<file path="src/rtl/c2h_stream_arbiter.sv">
// rtl/c2h_stream_arbiter.sv - round-robin packet arbiter of two AXI-Stream sources onto one C2H channel
`timescale 1ns/1ps
module c2h_stream_arbiter #(
  parameter int DATA_W        = 256,
  parameter int MAX_PKT_BEATS = 1024,
  parameter int CNT_W         = 16
) (
  input  logic                clk,
  input  logic                rst_n,
  input  logic [DATA_W-1:0]   s0_tdata,
  input  logic [DATA_W/8-1:0] s0_tkeep,
  input  logic                s0_tlast,
  input  logic                s0_tvalid,
  output logic                s0_tready,
  input  logic [DATA_W-1:0]   s1_tdata,
  input  logic [DATA_W/8-1:0] s1_tkeep,
  input  logic                s1_tlast,
  input  logic                s1_tvalid,
  output logic                s1_tready,
  output logic [DATA_W-1:0]   m_tdata,
  output logic [DATA_W/8-1:0] m_tkeep,
  output logic                m_tlast,
  output logic                m_tvalid,
  input  logic                m_tready,
  output logic [CNT_W-1:0]    pkt_cnt0,
  output logic [CNT_W-1:0]    pkt_cnt1,
  output logic                oversize_err,
  input  logic                err_clr
);

  localparam int KEEP_W = DATA_W / 8;
  localparam int ENT_W  = DATA_W + KEEP_W + 1;
  localparam int BC_W   = $clog2(MAX_PKT_BEATS) + 1;

  typedef enum logic [1:0] {ST_IDLE, ST_GNT0, ST_GNT1} state_t;

  state_t              r_state;
  state_t              w_next_state;
  logic                r_last_grant;
  logic                r_s0_tready;
  logic                r_s1_tready;
  logic [1:0]          r_count;
  logic [1:0]          w_next_count;
  logic                r_m_tvalid;
  logic [ENT_W-1:0]    r_ent0;
  logic [ENT_W-1:0]    r_ent1;
  logic [ENT_W-1:0]    w_in_ent;
  logic [BC_W-1:0]     r_beat_cnt;
  logic [CNT_W-1:0]    r_pkt_cnt0;
  logic [CNT_W-1:0]    r_pkt_cnt1;
  logic                r_oversize;
  logic                w_acc0;
  logic                w_acc1;
  logic                w_acc;
  logic                w_in_last;
  logic                w_pop;
  logic                w_pkt_idle;
  logic                w_ovf_set;

  // tready is only ever high on the granted source, so the accept strobes are exclusive
  assign w_acc0       = s0_tvalid & r_s0_tready;
  assign w_acc1       = s1_tvalid & r_s1_tready;
  assign w_acc        = w_acc0 | w_acc1;
  assign w_in_last    = w_acc1 ? s1_tlast : s0_tlast;
  assign w_in_ent     = w_acc1 ? {s1_tdata, s1_tkeep, s1_tlast} : {s0_tdata, s0_tkeep, s0_tlast};
  assign w_pop        = r_m_tvalid & m_tready;
  assign w_next_count = r_count + {1'b0, w_acc} - {1'b0, w_pop};
  assign w_pkt_idle   = (r_beat_cnt == '0);
  assign w_ovf_set    = w_acc & (r_beat_cnt == BC_W'(MAX_PKT_BEATS));

  // Next grant: round-robin at packet ends; a granted source that sits idle between
  // packets yields to a waiting peer, but a mid-packet tvalid drop keeps the grant.
  always_comb begin
    w_next_state = r_state;
    case (r_state)
      ST_IDLE: begin
        if (s0_tvalid && s1_tvalid) w_next_state = r_last_grant ? ST_GNT0 : ST_GNT1;
        else if (s0_tvalid)         w_next_state = ST_GNT0;
        else if (s1_tvalid)         w_next_state = ST_GNT1;
      end
      ST_GNT0: begin
        if (w_acc0 && s0_tlast)
          w_next_state = s1_tvalid ? ST_GNT1 : (s0_tvalid ? ST_GNT0 : ST_IDLE);
        else if (w_pkt_idle && !s0_tvalid && s1_tvalid)
          w_next_state = ST_GNT1;
      end
      ST_GNT1: begin
        if (w_acc1 && s1_tlast)
          w_next_state = s0_tvalid ? ST_GNT0 : (s1_tvalid ? ST_GNT1 : ST_IDLE);
        else if (w_pkt_idle && !s1_tvalid && s0_tvalid)
          w_next_state = ST_GNT0;
      end
      default: w_next_state = ST_IDLE;
    endcase
  end

  // Grant state, last-granted source and registered source readies
  always_ff @(posedge clk or negedge rst_n) begin
    if (!rst_n) begin
      r_state      <= ST_IDLE;
      r_last_grant <= 1'b1;
      r_s0_tready  <= 1'b0;
      r_s1_tready  <= 1'b0;
    end else begin
      r_state     <= w_next_state;
      r_s0_tready <= (w_next_state == ST_GNT0) && (w_next_count < 2'd2);
      r_s1_tready <= (w_next_state == ST_GNT1) && (w_next_count < 2'd2);
      if (w_acc0 && s0_tlast)      r_last_grant <= 1'b0;
      else if (w_acc1 && s1_tlast) r_last_grant <= 1'b1;
    end
  end

  // Two-entry skid FIFO; entry 0 drives m_* directly and only moves on a pop
  always_ff @(posedge clk or negedge rst_n) begin
    if (!rst_n) begin
      r_count    <= 2'd0;
      r_m_tvalid <= 1'b0;
      r_ent0     <= '0;
      r_ent1     <= '0;
    end else begin
      r_count    <= w_next_count;
      r_m_tvalid <= (w_next_count != 2'd0);
      if (w_pop) begin
        if (r_count == 2'd2) r_ent0 <= r_ent1;
        else if (w_acc)      r_ent0 <= w_in_ent;
      end else if (w_acc && r_count == 2'd0) begin
        r_ent0 <= w_in_ent;
      end
      if (w_acc && !w_pop && r_count == 2'd1) r_ent1 <= w_in_ent;
    end
  end

  // Beat count of the packet in flight, saturating at the limit so it cannot wrap
  always_ff @(posedge clk or negedge rst_n) begin
    if (!rst_n) begin
      r_beat_cnt <= '0;
    end else if (w_acc) begin
      if (w_in_last)                                    r_beat_cnt <= '0;
      else if (r_beat_cnt != BC_W'(MAX_PKT_BEATS))      r_beat_cnt <= r_beat_cnt + BC_W'(1);
    end
  end

  // Sticky oversize flag (clear wins) and wrapping per-source packet counters
  always_ff @(posedge clk or negedge rst_n) begin
    if (!rst_n) begin
      r_oversize <= 1'b0;
      r_pkt_cnt0 <= '0;
      r_pkt_cnt1 <= '0;
    end else begin
      if (err_clr)        r_oversize <= 1'b0;
      else if (w_ovf_set) r_oversize <= 1'b1;
      if (w_acc0 && s0_tlast) r_pkt_cnt0 <= r_pkt_cnt0 + CNT_W'(1);
      if (w_acc1 && s1_tlast) r_pkt_cnt1 <= r_pkt_cnt1 + CNT_W'(1);
    end
  end

  assign s0_tready    = r_s0_tready;
  assign s1_tready    = r_s1_tready;
  assign m_tvalid     = r_m_tvalid;
  assign m_tdata      = r_ent0[ENT_W-1:KEEP_W+1];
  assign m_tkeep      = r_ent0[KEEP_W:1];
  assign m_tlast      = r_ent0[0];
  assign pkt_cnt0     = r_pkt_cnt0;
  assign pkt_cnt1     = r_pkt_cnt1;
  assign oversize_err = r_oversize;

endmodule

</file>
<file path="config.mk">
export PLATFORM = sky130hd
export DESIGN_NAME = c2h_stream_arbiter
export DESIGN_NICKNAME = d
export VERILOG_FILES = /design/src/rtl/c2h_stream_arbiter.sv
export SDC_FILE = /design/constraint.sdc
export NUM_CORES = 1
export LEC_CHECK = 0
export ABC_AREA = 1
export BUFFER_PORTS_ARGS = -buffer_cell sky130_fd_sc_hd__buf_2
export CORE_AREA = 8 8 344 346
export DETAILED_ROUTE_END_ITERATION = 10
export DIE_AREA = 0 0 352 354
export GPL_ROUTABILITY_DRIVEN = 0
export SLEW_MARGIN = 5
export SYNTH_ARGS = -nofsm -noshare
export SYNTH_HDL_FRONTEND = slang
export SYNTH_SLANG_ARGS = --single-unit
</file>
<file path="constraint.sdc">
create_clock -name clk -period 3.1 [get_ports clk]
set_input_delay 0.465 -clock clk [delete_from_list [all_inputs] [get_ports clk]]
set_output_delay 0.465 -clock clk [all_outputs]
set_load 0.01 [all_outputs]
</file>
==> impl_metrics.csv, run 1 <==
group,metric,value,unit
yosys,syn-num-nets,4646,
pwr,p_leak,19.2,nW
route,first_pass_iters,7,
yosys,yosys_warnings,0,
layout,drive_gt1_frac,0.231,
pwr,vdd_drop_max,572,uV
timing,worstMarginPinSlew,0.921,ns
timing,max_freq,435,MHz
setup_path,crit_fanout,96,
layout,num-nets-final,5471,
grt,grt_max_degree,115,
yosys,synth_top_area_cell,"dfrtp_1",
worst_hold_path,hp-class,"in2reg",
pwr,p_seq_frac,0.388,
floorplanning,coreArea,113000,sq um
yosys,synth_common_cells,"nand2_1, dfrtp_1, o21ai_0",
pwr,power_frac_comb,0.364,
yosys,syn_area_per_cell,7.49,sq um
yosys,yosysMostFrequentCell,"nand2_1",
pwr,p_per_area,909,nW/um^2
yosys,ys_async_sr_fraction,1.00,
clock_tree,clock_latency,0.61,ns
setup_path,path_class,"reg2reg",
timing,rsz0062_at_grt,"false",
pwr,clockPowerShare,0.249,
yosys,netlist.area_leader.share,0.518,
grt,antenna_found_initial,3,
grt,grt_pass1_wl,156,mm
floorplanning,die-area,125000,sq um
route,final_antenna_net_count,0,
route,num_vias,28400,
clock_tree,clock_path_buffers,3,
pwr,finalPower,35.6,mW
run,timing.max_cap.violations,0,
placed_design,port-buffer-count,908,
yosys,synthCells,4055,
timing,setup_viol,0,
setup_path,startpoint,"s0_tready",
floorplanning,rows,124,
clock_tree,cts.sinks,630,
grt,overflow,0,
setup_path,crit_path_start_kind,"flop",
clock_tree,cts_tree,"yes",
route,wl_per_cell,15.4,microns
setup_path,worstReg2RegStart,"s0_tready",
grt,grt_pass1_vias,27800,
yosys,synth_edf_count,0,
timing,slew_headroom,0.386,
layout,nFillCells,11900,
timing,setup_tns,0,ns
timing,finalHoldViolations,0,
setup_path,rrSetupSlack,0.80,ns
setup_path,crit_end,"r_ent0[117]",
clock_tree,h-tree-depth,3,
pwr,p_sw_frac,0.380,
grt,grt_use_total,0.153,
floorplanning,boundaryPins,909,
clock_tree,post_cts_buffers,0,
layout,area_growth,29.2,%
clock_tree,cts_root_buffer,"clkbuf_16",
timing,min_period_over_period,0.741,
timing,finalClockSkew,0.0150,ns
yosys,synth_flop_cell,"dfrtp_1",
yosys,netlist_area,30400,sq um
setup_path,reg2regPathDepth,9,
route,wirelength,99.4,mm
setup_path,r2r_end,"r_ent0[117]",
clock_tree,numCtsBuffers,74,
setup_path,crit_arrival,2.82,ns
floorplanning,die_x,352,microns
outcome,status,"completed",
setup_path,end_kind,"flop",
pwr,p_sw,13.6,mW
route,drt_iter0_drc,1868,
clock_tree,clkTransAtPathRegs,0.06,ns
placed_design,hpwl,74.3,mm
setup_path,crit_required,3.62,ns
timing,slew_viol_final,0,
yosys,yosysSeqAreaShare,0.519,
yosys,yosys-top-cells-area,"dfrtp_1, nand2_1, o21ai_0",
pwr,cellInternalPower,22.1,mW
route,viasPerCell,4.40,
route,drc,0,
floorplanning,fp.dieH,354,microns
yosys,synth_seq_cells,630,
floorplanning,initial_utilization,0.268,
timing,period_needed,2.30,ns
yosys,synth_cell_types,32,
flip-flops by register name, summed over array words and instances (netlist names):
register / cells
r_count: 2
s1_tready: 1
r_last_grant: 1
r_ent1: 289
s0_tready: 1
m_tvalid: 1
r_beat_cnt: 11
pkt_cnt1: 16
pkt_cnt0: 16
r_state: 2
oversize_err: 1
r_ent0: 289
cells in the final DEF, fill, tap and decap left out, drive strengths merged, types with 2 or more instances in the layout:
cell and n:
ha 7, clkbuf 106, xnor2 13, dfrtp 629, o211ai 2, nor3 8
inv 343, nand2 1528, bufinv 4, buf 1005, a21oi 292, clkinv 15
nor2 330, diode 2, nand4 5, xor2 22, clkinvlp 2, nand3 23
o21ai 594
area by class of cell:
cell class                      count  area, sq um  area share
Sequential cell                   630        15800       0.402
Multi-Input combinational cell   2829        12100       0.309
Timing Repair Buffer             1006         5680       0.145
Clock buffer                      106         2200      0.0560
Tap cell                         1512         1890      0.0482
Inverter                          339         1280      0.0326
Clock inverter                     25          283     0.00721
Antenna cell                        2         5.00    0.000128
how the worst min path moves through the flow:
| stage | from | endpoint | slack [ns] | depth (start not counted) |
|---|---|---|---|---|
| after floorplan | rst_n | m_tvalid | 0.17 | 0 |
| after global placement | pkt_cnt1[15] | pkt_cnt1[15] | 0.47 | 2 |
| after detailed placement | pkt_cnt1[15] | pkt_cnt1[15] | 0.48 | 2 |
| after CTS | err_clr | oversize_err | 0.02 | 2 |
| after global routing | err_clr | oversize_err | 0.03 | 2 |
| final | err_clr | oversize_err | 0.10 | 2 |
critical path: stages (launching register included):
cell and delay (ns):
dfrtp_1 0.39, inv_2 0.06, o21ai_4 0.22, inv_1 0.09, ha_1 0.25, a21oi_4 0.20, buf_12 0.25, buf_12 0.37
nor2_1 0.10, a21oi_1 0.15
logic make-up after synthesis:
| kind of cell | Yosys count | share of synthesized area |
|---|---|---|
| xor gates and xnor gates | 35 | 0.0101 |
| adders and majority gates | 7 | 0.00288 |
| buffers and inverters | 596 | 0.0830 |
| and+or+nand+nor | 1898 | 0.237 |
| DFF | 630 | 0.519 |
| AOI/OAI and AO/OA | 889 | 0.147 |
power by group through the flow:
stage | logic (mW) | clock network, mW | registers (mW)
global route | 14.7 | 9.49 | 14.3
global placement | 12.8 | 0 | 13.9
floorplan | 7.15 | 0 | 14.5
finish | 13.0 | 8.86 | 13.8
CTS | 13.2 | 9.16 | 13.8
detailed placement | 13.1 | 0 | 13.9
repair_timing:
action,in CTS,in global routing
setup endpoints to repair,0,0
hold buffers,1,0
hold endpoints to repair,58,0
gates resized for setup,0,0
layer usage:
metal	routed length [microns]	GRT usage	up-vias	part of all wire
met5	0	0	-	0
met4	2460	0.0423	0	0.025
li1	-	-	14300	-
met3	5530	0.0377	135	0.056
met2	48200	0.261	760	0.49
met1	43200	0.193	13200	0.43
through the flow:
step	setup slack [ns]	utilization	instance area [sq um]	hold slack, ns	std cells
after global placement	0.677	0.325	36700	0.473	6315
after global routing	0.597	0.347	39200	0.0314	6448
after detailed placement	0.627	0.325	36700	0.481	6315
final	0.802	0.347	39200	0.100	6449
after CTS	0.811	0.347	39200	0.0168	6447
after floorplan	1.14	-	30400	0.169	4055
Power figures use the tool's default switching activity.
==> run 2, diff against run 1 <==
==> constraint.sdc (replaced) <==
create_clock -name clk -period 2.2 [get_ports clk]
set_input_delay 0.33 -clock clk [delete_from_list [all_inputs] [get_ports clk]]
set_output_delay 0.33 -clock clk [all_outputs]
set_load 0.01 [all_outputs]
==> impl_metrics.csv, run 2 (same netlist as run 1, synthesis figures left out) <==
group,metric,value,unit
placed_design,hpwl,76.7,mm
layout,final_common_cell,"nand2_1",
run,timing.max_cap.violations,0,
clock_tree,cts.sinks,630,
setup_path,reg2regPathDepth,10,
timing,worstMarginPinSlew,0.650,ns
route,first_pass_iters,5,
floorplanning,rows,124,
clock_tree,cts_tree,"yes",
floorplanning,die-area,125000,sq um
setup_path,cp_cell_sequence,"dlygate4sd3_1 -> buf_2 -> inv_2 -> o21ai_4 -> inv_1 -> ha_1 -> a21oi_4 -> buf_12 -> buf_4 -> nor2_1 -> a21oi_1",
layout,nFillCells,11600,
timing,finalHoldViolations,0,
worst_hold_path,hp-class,"in2reg",
timing,max_freq,475,MHz
route,final_antenna_net_count,0,
route,num_vias,30000,
placed_design,dp_cells,6372,
floorplanning,die_x,352,microns
grt,grt_max_degree,113,
setup_path,rrSetupSlack,0.12,ns
floorplanning,coreArea,113000,sq um
layout,regArea,15800,sq um
setup_path,r2r_end,"r_ent1[191]",
clock_tree,clock_latency,0.63,ns
grt,overflow,0,
layout,final_cell_mix,"nand2_1, buf_2, dfrtp_1, o21ai_0, inv_1",
setup_path,max_stage_delay,0.54,ns
setup_path,end_kind,"flop",
timing,period_needed,2.10,ns
route,drt_iter0_drc,2149,
grt,grt_pass1_vias,29800,
worst_hold_path,hold_end,"r_ent1[232]",
timing,min_period_over_period,0.956,
layout,num-nets-final,5781,
route,drc,0,
route,viasPerCell,4.43,
worst_hold_path,min_from,"s1_tdata[199]",
setup_path,cp_slowest_cell,"dlygate4sd3_1",
route,wirelength,107,mm
pwr,p_leak,20.8,nW
timing,rsz0062_at_grt,"false",
clock_tree,h-tree-depth,3,
setup_path,worstReg2RegStart,"s1_tready",
route,wl_per_cell,15.9,microns
floorplanning,boundaryPins,909,
floorplanning,fp.dieH,354,microns
placed_design,port-buffer-count,908,
floorplanning,initial_utilization,0.268,
setup_path,crit_buf_inv,6,
layout,finish.utilization,0.376,
clock_tree,numCtsBuffers,74,
layout,drive_gt1_frac,0.230,
layout,multi_input_area,12100,sq um
timing,slew_headroom,0.567,
setup_path,crit_arrival,2.65,ns
clock_tree,clock_path_buffers,3,
timing,slew_viol_final,0,
outcome,status,"completed",
timing,setup_tns,0,ns
setup_path,cp_top_family,"buffers and inverters",
layout,area_growth,40.2,%
setup_path,crit_fanout,18,
grt,grt_use_total,0.159,
setup_path,crit_path_start_kind,"primary input",
setup_path,path_class,"in2reg",
timing,setup_viol,0,
worst_hold_path,hold_depth,5,
layout,reg_top3,"r_ent0 x289, r_ent1 x289",
setup_path,crit_required,2.74,ns
clock_tree,cts_root_buffer,"clkbuf_16",
pwr,p_per_area,1230,nW/um^2
grt,grt_pass1_wl,162,mm
clock_tree,clkTransAtPathRegs,0.06,ns
pwr,vdd_drop_max,709,uV
grt,antenna_found_initial,7,
pwr,finalPower,52.3,mW
timing,finalClockSkew,0.0240,ns
timing,fin_hold_ws,0.0653,ns
layout,fin_cells,6767,
==> run 2: cell count changes in the layout (fill, tap and decap cells not counted), moves of 5 or more <==
cell	delta
dlygate4sd3_1	+242
buf_4	+49
buf_16	+7
buf_6	+6
bufinv_16	+6
clkbuf_16	+5
==> run 2: worst max path at each step <==
stage	start	endpoint	slack [ns]	cells past startpoint
after global placement	s1_tvalid	r_ent0[124]	0.11	9
after global routing	s1_tready	r_ent1[142]	0.0002	8
after CTS	s1_tready	r_ent1[189]	0.05	10
final	s0_tvalid	r_ent0[156]	0.1	11
after floorplan	s1_tready	m_tvalid	0.28	9
after detailed placement	s0_tvalid	r_ent0[249]	0.03	10
==> run 2: where the power goes <==
part	switching (mW)	internal, mW	leakage, nW
combinational	12.1	7.57	12.2
clock	5.15	7.91	1.27
sequential	2.52	17.1	7.29
total	19.8	32.6	20.8
==> run 2: layer usage <==
layer / track usage / up-vias / routed length (microns)
li1: - / 15000 / -
met1: 0.194 / 13900 / 44600
met2: 0.272 / 937 / 52500
met3: 0.0352 / 179 / 6630
met4: 0.0651 / 0 / 3730
met5: 0 / - / 0
==> run 2: through the flow <==
stage               setup WS (ns)  instance area, sq um
global route             0.000225                 42500
global placement            0.114                 37200
detailed placement         0.0277                 37200
finish                     0.0966                 42600
floorplan                   0.280                 30400
CTS                        0.0475                 42200
==> run 2: area by class of cell <==
cell class / instances / share of cell area
Inverter: 339 / 0.0302
Clock buffer: 103 / 0.0491
Sequential cell: 630 / 0.371
Clock inverter: 33 / 0.0119
Tap cell: 1512 / 0.0445
Timing Repair Buffer: 1316 / 0.209
Antenna cell: 5 / 0.000294
Multi-Input combinational cell: 2829 / 0.285
==> run 2: what timing repair did <==
action                     4_1_cts  5_1_grt
hold endpoints to repair       304        0
setup endpoints to repair        0      115
hold buffers                   243        0
buffers inserted                 0        3
gates resized for setup          0       18
==> run 2: worst min-delay path: stages <==
cell     delay, ns
buf_2         0.07
nand2_1       0.04
nand2_1       0.08
nand2_1       0.05
o21ai_0       0.06
